### config.mk
export PLATFORM = sky130hd
export DESIGN_NAME = gmii_tx_sequencer_flat
export DESIGN_NICKNAME = d
export VERILOG_FILES = /design/src/rtl/gmii_tx_sequencer_if.sv /design/src/rtl/gmii_tx_sequencer.sv /design/src/flat_wrapper.sv
export SDC_FILE = /design/constraint.sdc
export NUM_CORES = 1
export LEC_CHECK = 0
export CAP_MARGIN = 5
export CORE_UTILIZATION = 40
export CTS_BUF_LIST = sky130_fd_sc_hd__clkbuf_16
export DETAILED_ROUTE_END_ITERATION = 12
export PLACE_DENSITY_LB_ADDON = 0.3
export SYNTH_ARGS = -nofsm -noshare
export SYNTH_HDL_FRONTEND = slang
export SYNTH_SLANG_ARGS = --single-unit
export TNS_END_PERCENT = 50
### constraint.sdc
create_clock -name clk -period 2.91 [get_ports clk]
set_input_delay 0.582 -clock clk [delete_from_list [all_inputs] [get_ports clk]]
set_output_delay 0.582 -clock clk [all_outputs]
set_load 0.03 [all_outputs]
### src/rtl/gmii_tx_sequencer_if.sv
// Byte-stream input and GMII-side output bundle of the transmit sequencer.
// The master drives the payload stream; the slave is the sequencer itself.
interface gmii_tx_sequencer_if;
    logic [7:0] s_data;
    logic       s_valid;
    logic       s_last;
    logic       s_ready;
    logic [7:0] mac_txd;
    logic       mac_tx_en;
    logic       mac_tx_er;
    logic       busy;
    logic       frame_done;
    logic       underrun;

    modport master (
        output s_data, s_valid, s_last,
        input  s_ready, mac_txd, mac_tx_en, mac_tx_er, busy, frame_done, underrun
    );

    modport slave (
        input  s_data, s_valid, s_last,
        output s_ready, mac_txd, mac_tx_en, mac_tx_er, busy, frame_done, underrun
    );
endinterface

### src/rtl/gmii_tx_sequencer.sv
// GMII transmit framer: preamble/SFD, payload with zero padding, CRC-32 FCS,
// inter-frame gap, and clean abort when the upstream stream underruns.
//
// state    | meaning
// ---------+-----------------------------------------------------------
// IDLE     | line quiet, waiting for s_valid to open a frame
// PREAMBLE | emitting PREAMBLE_LEN bytes of 0x55
// SFD      | emitting 0xD5, CRC and byte count restarted
// DATA     | forwarding accepted payload bytes, folding them into CRC
// PAD      | emitting 0x00 until MIN_PAYLOAD bytes have been sent
// FCS      | emitting ~CRC, least significant byte first
// DROP     | frame aborted, discarding upstream bytes up to s_last
// IFG      | line quiet for IFG_BYTES cycles
module gmii_tx_sequencer #(
    parameter int PREAMBLE_LEN = 7,
    parameter int MIN_PAYLOAD  = 60,
    parameter int IFG_BYTES    = 12
) (
    input logic                clk,
    input logic                reset,
    gmii_tx_sequencer_if.slave bus
);

    typedef enum logic [2:0] {
        IDLE,
        PREAMBLE,
        SFD,
        DATA,
        PAD,
        FCS,
        DROP,
        IFG
    } state_t;

    localparam logic [16:0] MIN_CNT = 17'(MIN_PAYLOAD);

    state_t      state;
    logic [7:0]  timer;
    logic [15:0] byte_cnt;
    logic [15:0] byte_cnt_inc;
    logic [31:0] crc;
    logic        short_frame;

    function automatic logic [31:0] crc_next(input logic [31:0] crc_in, input logic [7:0] data);
        logic [31:0] c;
        c = crc_in ^ {24'h000000, data};
        for (int i = 0; i < 8; i++) begin
            c = c[0] ? ((c >> 1) ^ 32'hEDB88320) : (c >> 1);
        end
        return c;
    endfunction

    assign byte_cnt_inc = (byte_cnt == 16'hFFFF) ? byte_cnt : byte_cnt + 16'd1;
    assign short_frame  = {1'b0, byte_cnt_inc} < MIN_CNT;

    assign bus.s_ready = (state == DATA) || (state == DROP);
    assign bus.busy    = (state != IDLE);

    always_ff @(posedge clk) begin
        if (reset) begin
            state          <= IDLE;
            timer          <= 8'd0;
            byte_cnt       <= 16'd0;
            crc            <= 32'hFFFFFFFF;
            bus.mac_txd    <= 8'h00;
            bus.mac_tx_en  <= 1'b0;
            bus.mac_tx_er  <= 1'b0;
            bus.frame_done <= 1'b0;
            bus.underrun   <= 1'b0;
        end else begin
            bus.mac_txd    <= 8'h00;
            bus.mac_tx_en  <= 1'b0;
            bus.mac_tx_er  <= 1'b0;
            bus.frame_done <= 1'b0;
            bus.underrun   <= 1'b0;

            case (state)
                IDLE: begin
                    if (bus.s_valid) begin
                        state <= PREAMBLE;
                        timer <= 8'(PREAMBLE_LEN - 1);
                    end
                end

                PREAMBLE: begin
                    bus.mac_txd   <= 8'h55;
                    bus.mac_tx_en <= 1'b1;
                    if (timer == 8'd0) state <= SFD;
                    else               timer <= timer - 8'd1;
                end

                SFD: begin
                    bus.mac_txd   <= 8'hD5;
                    bus.mac_tx_en <= 1'b1;
                    crc           <= 32'hFFFFFFFF;
                    byte_cnt      <= 16'd0;
                    state         <= DATA;
                end

                DATA: begin
                    bus.mac_tx_en <= 1'b1;
                    if (bus.s_valid) begin
                        bus.mac_txd <= bus.s_data;
                        crc         <= crc_next(crc, bus.s_data);
                        byte_cnt    <= byte_cnt_inc;
                        if (bus.s_last) begin
                            if (short_frame) begin
                                state <= PAD;
                            end else begin
                                state <= FCS;
                                timer <= 8'd3;
                            end
                        end
                    end else begin
                        // s_last always leaves DATA, so an underrun here is mid-frame
                        bus.mac_tx_er <= 1'b1;
                        bus.underrun  <= 1'b1;
                        state         <= DROP;
                    end
                end

                PAD: begin
                    bus.mac_tx_en <= 1'b1;
                    crc           <= crc_next(crc, 8'h00);
                    byte_cnt      <= byte_cnt_inc;
                    if (!short_frame) begin
                        state <= FCS;
                        timer <= 8'd3;
                    end
                end

                FCS: begin
                    // Shifting in ones leaves the CRC at its init value after the last byte
                    bus.mac_txd   <= ~crc[7:0];
                    bus.mac_tx_en <= 1'b1;
                    crc           <= {8'hFF, crc[31:8]};
                    if (timer == 8'd0) begin
                        bus.frame_done <= 1'b1;
                        state          <= IFG;
                        timer          <= 8'(IFG_BYTES - 1);
                    end else begin
                        timer <= timer - 8'd1;
                    end
                end

                DROP: begin
                    if (bus.s_valid && bus.s_last) begin
                        state <= IFG;
                        timer <= 8'(IFG_BYTES - 1);
                    end
                end

                IFG: begin
                    if (timer == 8'd0) state <= IDLE;
                    else               timer <= timer - 8'd1;
                end

                default: state <= IDLE;
            endcase
        end
    end

endmodule

### src/flat_wrapper.sv
// flat-port wrapper written by rule: the top's interface ports become plain ports
module gmii_tx_sequencer_flat 
#(
    parameter int PREAMBLE_LEN = 7,
    parameter int MIN_PAYLOAD  = 60,
    parameter int IFG_BYTES    = 12
)
  (clk, reset, bus_s_data, bus_s_valid, bus_s_last, bus_s_ready, bus_mac_txd, bus_mac_tx_en, bus_mac_tx_er, bus_busy, bus_frame_done, bus_underrun);
  gmii_tx_sequencer_if bus_i ();
  input logic clk;
  input logic reset;
  input wire logic [$bits(bus_i.s_data)-1:0] bus_s_data;
  input wire logic [$bits(bus_i.s_valid)-1:0] bus_s_valid;
  input wire logic [$bits(bus_i.s_last)-1:0] bus_s_last;
  output wire logic [$bits(bus_i.s_ready)-1:0] bus_s_ready;
  output wire logic [$bits(bus_i.mac_txd)-1:0] bus_mac_txd;
  output wire logic [$bits(bus_i.mac_tx_en)-1:0] bus_mac_tx_en;
  output wire logic [$bits(bus_i.mac_tx_er)-1:0] bus_mac_tx_er;
  output wire logic [$bits(bus_i.busy)-1:0] bus_busy;
  output wire logic [$bits(bus_i.frame_done)-1:0] bus_frame_done;
  output wire logic [$bits(bus_i.underrun)-1:0] bus_underrun;
  assign bus_i.s_data = bus_s_data;
  assign bus_i.s_valid = bus_s_valid;
  assign bus_i.s_last = bus_s_last;
  assign bus_s_ready = bus_i.s_ready;
  assign bus_mac_txd = bus_i.mac_txd;
  assign bus_mac_tx_en = bus_i.mac_tx_en;
  assign bus_mac_tx_er = bus_i.mac_tx_er;
  assign bus_busy = bus_i.busy;
  assign bus_frame_done = bus_i.frame_done;
  assign bus_underrun = bus_i.underrun;
  gmii_tx_sequencer #(.PREAMBLE_LEN(PREAMBLE_LEN), .MIN_PAYLOAD(MIN_PAYLOAD), .IFG_BYTES(IFG_BYTES)) u_core (.clk(clk), .reset(reset), .bus(bus_i));
endmodule
Word level (Yosys, flattened, before mapping)
Cells that the tools add are included.
- register bits: 70
- bits of input ports: 12
- add/sub/neg operators: 2
- $lt $le $gt $ge: 1
- eq/ne operators: 18
- mux-type cells: 44
- bitwise gates (word level): 20
- reductions and logical operators: 16
- operators by type and width (kind ; count):
    2-to-1 mux 32 bit ; 17
    inverter 13 -> 14 bit ; 16
    case mux 32 bit (4 select lines) ; 1
    2-to-1 mux 8 bit ; 8
    case mux 16 bit (3 select lines) ; 1
    case mux 8 bit (6 select lines) ; 1
    2-to-1 mux 16 bit ; 2
    case mux 8 bit (4 select lines) ; 1
    bitwise XOR 32 x 8 -> 32 bit ; 1
    2-to-1 mux 3 bit ; 8
    case mux 3 bit (8 select lines) ; 1
    adder 16 x 1 -> 16 bit (second input constant) ; 1
    == test 16 bit (second input constant) ; 1
    less-than comparator 16 x 6 -> 1 bit (second input constant) ; 1
    == test 3 bit (second input constant) ; 4
    inequality test 2 bit (second input constant) ; 6
    zero test 8 bit ; 1
    inverter 8 bit ; 1
    subtractor 8 x 1 -> 8 bit (second input constant) ; 1
    AND reduction 7 bit ; 1
    == test 3 x 2 -> 1 bit (second input constant) ; 2
    inequality test 2 x 1 -> 1 bit (second input constant) ; 3
    AND reduction 6 bit ; 1
    nonzero test 3 bit ; 2
    other kinds (12) ; 19

Logic depth before layout (Yosys ltp)
- word-level depth: 19
- gate-level depth with buffers: 9
- mapped depth without buffers: 8

Worst setup path after synthesis
Ideal clock, no wire load.
- kind: reg2reg
- from: register u_core.byte_cnt[1]
- to: register u_core.timer[3]
- arrival time: 2353 ps
- slack: 434 ps
- stages on the path, launching flop included: 9
- path buffers: 1
- period minus slack after synthesis: 2476 ps
- path through: dfxtp_1 ha_1 and4_1 buf_4 nand3_2 a2111oi_2 o2111ai_2 o31ai_4 mux2_1
- word-level cells in the longest chain between the ends: 7
- elaborated cells between the ends (all ways): 8
- RTL lines (element ; line ; source):
    start, declared ; gmii_tx_sequencer.sv:39 ; logic [15:0] byte_cnt;
    start signal, assigned ; gmii_tx_sequencer.sv:105 ; byte_cnt <= byte_cnt_inc;
    start signal, assigned ; gmii_tx_sequencer.sv:125 ; byte_cnt <= byte_cnt_inc;
    adder 16 x 1 -> 16 bit / == test 16 bit (equally long branches) ; gmii_tx_sequencer.sv:53 ; assign byte_cnt_inc = (byte_cnt == 16'hFFFF) ? byte_cnt : byte_cnt + 16'd1;
    2-to-1 mux 16 bit (*) ; gmii_tx_sequencer.sv:53 ;
    less-than comparator 16 x 6 -> 1 bit (*) ; gmii_tx_sequencer.sv:54 ; assign short_frame = {1'b0, byte_cnt_inc} < MIN_CNT;
    2-to-1 mux 8 bit (*) ; n/a ;
    2-to-1 mux 8 bit (2 in a row) ; n/a ;
    case mux 8 bit (6 select lines) (*) ; n/a ;
    end signal, assigned ; gmii_tx_sequencer.sv:81 ; timer <= 8'(PREAMBLE_LEN - 1);
    end signal, assigned ; gmii_tx_sequencer.sv:89 ; else timer <= timer - 8'd1;
    end signal, assigned ; gmii_tx_sequencer.sv:140 ; timer <= 8'(IFG_BYTES - 1);
    end, declared ; gmii_tx_sequencer.sv:38 ; logic [7:0] timer;
Mark *: on every way between the ends. The rest lies on a longest branch, timed or not. The select of a mux whose other input is x is not followed.
A chain may end at the register's enable or synchronous reset.

Worst setup path after layout
Same ends and word-level chain as after synthesis.

==> impl_results.md <==
- Global-route wire length before repair: approximately 26,000 um
- FF-to-FF End: u_core.timer[3]
- Final wirelength: 16,410 um
- Die area: 14,300 um2
- Drt pass-1 iters: 5
- Net Sw Frac: 0.4338
- Clock slew at reported path FFs: 0.06 ns
- RePlAce Congestion: between 0.9 and 1
- Flip-flop and latch count after synthesis: 70
- Number of max-cap violations: 0
- Worst Setup End Kind: flip-flop
- Worst EP arrival: 2.84 ns
- TritonCTS clock tree: yes
- Critical Path Source Type: flip-flop
- Area of placed instances: around 6100 um2
- Final hold vios: 0
- Die Y: 119.6 um
- Area of the multi-input gates: 3854 um2
- Largest net degree at the start of global routing: 27
- Number of nets in the layout: 733
- Routed Antenna Nets: 0
- Worst Path Max Fanout: 6
- Comb pwr share: 0.557
- Final Util: 0.4798
- WHS Path Cells: 1
- Dpl cells: 883
- Main combinational cell family by area after synthesis: XOR/XNOR gates
- Post CTS Setup Buffer Count: 0
- Syn_area_per_cell: 8.060 um2
- Vias in the first global route: 5,121
- Worst setup path category: reg -> reg
- Die width: 119.6 um
- H-tree levels: 3
- Mapped cell area: 5529 um2
- Worst Reg-to-Reg Cells: 7
- Mux cell area share after synthesis: 0.01652
- Fin area: between 6000 and 7000 um2
- Core box area: 13,350 um2
- Final Max Slew Viols: 0
- Transition time of the tightest slew-check pin: about 0.86 ns
- Max-slew headroom: 0.4212
- Simple-gate share of the synthesized area: 0.1948
- Hold-fix buffers, CTS: 0
- Worst skew pair latency: around 0.34 ns
- Status: finished clean
- PwrDens: 830.7 nW/um2
- CP peak stage delay: 0.44 ns
- Fraction of registers with async set/reset: 0
- Dpl ws: between 0.04 and 0.05 ns
- Clock Path Buffers: 2
- Filler cells: 1,340
- Data required time of the worst path: between 3 and 4 ns
- Seq pwr share: 0.246
- Post-Synthesis Cells: 686
- Post-synth top flop: dfxtp_1
- CP max stage cell: a2111oi_2
- Final HPWL DP: approximately 12,000 um
- Layout cells sized above 1: 0.1276
- Synth Area in XOR/XNOR: 0.2424
- Vias: 5,230
- Critical R2R Launch: u_core.byte_cnt[1]
- GRT Total Usage: 0.2363
- CTS buffer count: 9
- # rows: 42
- Syn Nets: about 700
- Synthesis warning total: 0
- Via density: 5.831
- Complex-gate fraction of the synthesized area: 0.2360
- Unrepaired setup endpoints after global routing: no
- Period utilization: 0.9003
- Internal power: around 3 mW
- CTS Root Cell: clkbuf_16
- Initial core utilization: 0.4142
- Min-Delay Path Class: reg -> reg
- Final Setup Violations: 0
- Clock power frac: 0.197
- Worst Clk Skew: 0.005031 ns
- P_leak: 2.468 nW
- Initial antenna violation count: 0
- HP Start: u_core.timer[7]
- Setup tns final: 0 ns
- Clock Sinks: 70
- Io pins: 26
- Yosys cell types: 75
- Number of flops mapped to enable cells by yosys: 0
- WL/cell: 18.30 um
- Layout Cells excl Fill: 897
- Iter 0 DRT Violations: 388
- Adder and majority cell fraction of the synthesized area: 0.006789
- CP Cell Sequence: ha_1 -> and4_1 -> nand3_2 -> a2111oi_2 -> o2111ai_2 -> o31ai_4 -> mux2_1
- Storage cell area: 1401 um2
- Seq/Total Area, Yosys: 0.2535
- Overflow left after global routing: 0
- Worst Hold End: u_core.timer[7]
- Post-cts sizing count: 0
- Number of diodes: 0
- Synth-to-layout area growth: 15.82%
- F_max: between 300 and 400 MHz
- Psw: 2.308 mW
- Fin crit period: approximately 2.6 ns
- DRC Markers: 0
- Final worst slack: 0.2901 ns
- Peak VDD IR: about 0.64 mV
- R2R Setup Slk: 0.29 ns
- PortBufs: 25
## metrics by stage
step | power (mW) | hold slack, ns
CTS | 5.315 | 0.4716
floorplan | 3.436 | 0.4324
global placement | 4.181 | 0.4547
global route | 5.636 | 0.5101
finish | 5.319 | 0.4728
detailed placement | 4.244 | 0.4625
## area by class of cell
class,count,area share
Clock buffer,9,0.03517
Multi-Input combinational cell,553,0.6018
Tap cell,176,0.03439
Clock inverter,5,0.007229
Inverter,9,0.005275
Sequential cell,70,0.2188
Timing Repair Buffer,75,0.09730
## cells by family after synthesis
family / count (synthesis)
fa+ha+maj: 3
flops: 70
mux: 9
xor+xnor: 120
simple gates: 228
compound gates: 193
buf+inv: 63
## worst max path at each step
stage                                   from              end  slack (ns)  cells past startpoint
after floorplan           u_core.byte_cnt[1]  u_core.timer[3]        0.43                      8
after global placement         bus_s_data[6]   u_core.crc[28]        0.11                      6
after detailed placement       bus_s_data[6]   u_core.crc[28]        0.05                      6
after CTS                 u_core.byte_cnt[1]  u_core.timer[3]        0.28                      7
after global routing      u_core.byte_cnt[1]  u_core.timer[3]        0.15                      7
final                     u_core.byte_cnt[1]  u_core.timer[3]        0.29                      7
## power groups by stage
stage | registers [mW] | logic [mW] | clock network, mW
floorplan | 1.30 | 2.14 | 0
global placement | 1.31 | 2.87 | 0
detailed placement | 1.32 | 2.92 | 0
CTS | 1.31 | 2.94 | 1.07
global route | 1.33 | 3.20 | 1.10
finish | 1.31 | 2.96 | 1.05
## critical path: cells and delay by family, from the launching register on
| family | cells | cell delay, ns |
|---|---|---|
| AOI/OAI and AO/OA | 3 | 1.09 |
| and+or+nand+nor | 2 | 0.53 |
| muxes | 1 | 0.35 |
| DFF | 1 | 0.34 |
| adders and majority gates | 1 | 0.19 |
## synthesized netlist by cell type, types with 4 or more instances
cell,n,area [um2]
nor2_1,74,277.8
dfxtp_1,70,1401
xnor2_1,67,586.8
nand2_1,62,232.7
o21ai_0,49,245.2
a21oi_1,48,240.2
clkbuf_1,37,138.9
xor2_1,30,262.8
nor3_1,27,135.1
a31oi_1,13,81.33
xnor3_1,12,270.3
nand3_1,11,55.05
o211ai_1,11,82.58
or3_1,10,62.56
inv_1,9,33.78
a221oi_1,8,70.07
buf_2,8,40.04
mux2i_1,8,80.08
a211oi_1,7,52.55
nor2b_1,7,43.79
and3_1,6,37.54
buf_4,6,45.04
nand4_1,6,37.54
o21ai_1,6,30.03
o21a_1,5,37.54
o32ai_1,5,43.79
or2_2,5,31.28
a311oi_1,4,35.03
nand2b_1,4,25.02
xnor2_2,4,65.06
## metal layers
| layer | GRT usage | wire length, um | up-vias |
|---|---|---|---|
| li1 | - | - | 2496 |
| met1 | 0.2855 | 6827 | 2493 |
| met2 | 0.4068 | 8011 | 201 |
| met3 | 0.04515 | 1099 | 40 |
| met4 | 0.1031 | 473 | 0 |
| met5 | 0 | 0 | - |
## layout by cell type, fill, tap and decap left out, drive strengths merged, types with 9 or more instances in the layout
| master | Yosys | layout |
|---|---|---|
| nor3 | 28 | 28 |
| clkdlybuf4s50 | 0 | 24 |
| xnor3 | 13 | 13 |
| buf | 17 | 51 |
| o211ai | 12 | 12 |
| nor2 | 74 | 74 |
| nand2 | 62 | 62 |
| nand3 | 12 | 12 |
| or3 | 10 | 10 |
| xor2 | 32 | 32 |
| a31oi | 13 | 13 |
| a21oi | 49 | 49 |
| inv | 9 | 12 |
| dfxtp | 70 | 70 |
| clkbuf | 37 | 9 |
| xnor2 | 72 | 72 |
| o21ai | 55 | 55 |
## state kept, by name, summed over array words and instances (netlist names)
signal	cells
u_core.state	3
u_core.crc	32
u_core.bus.mac_tx_er	1
u_core.bus.mac_tx_en	1
u_core.bus.mac_txd	8
u_core.timer	8
u_core.byte_cnt	16
u_core.bus.frame_done	1
No activity file was read; power rests on OpenSTA's default activity.
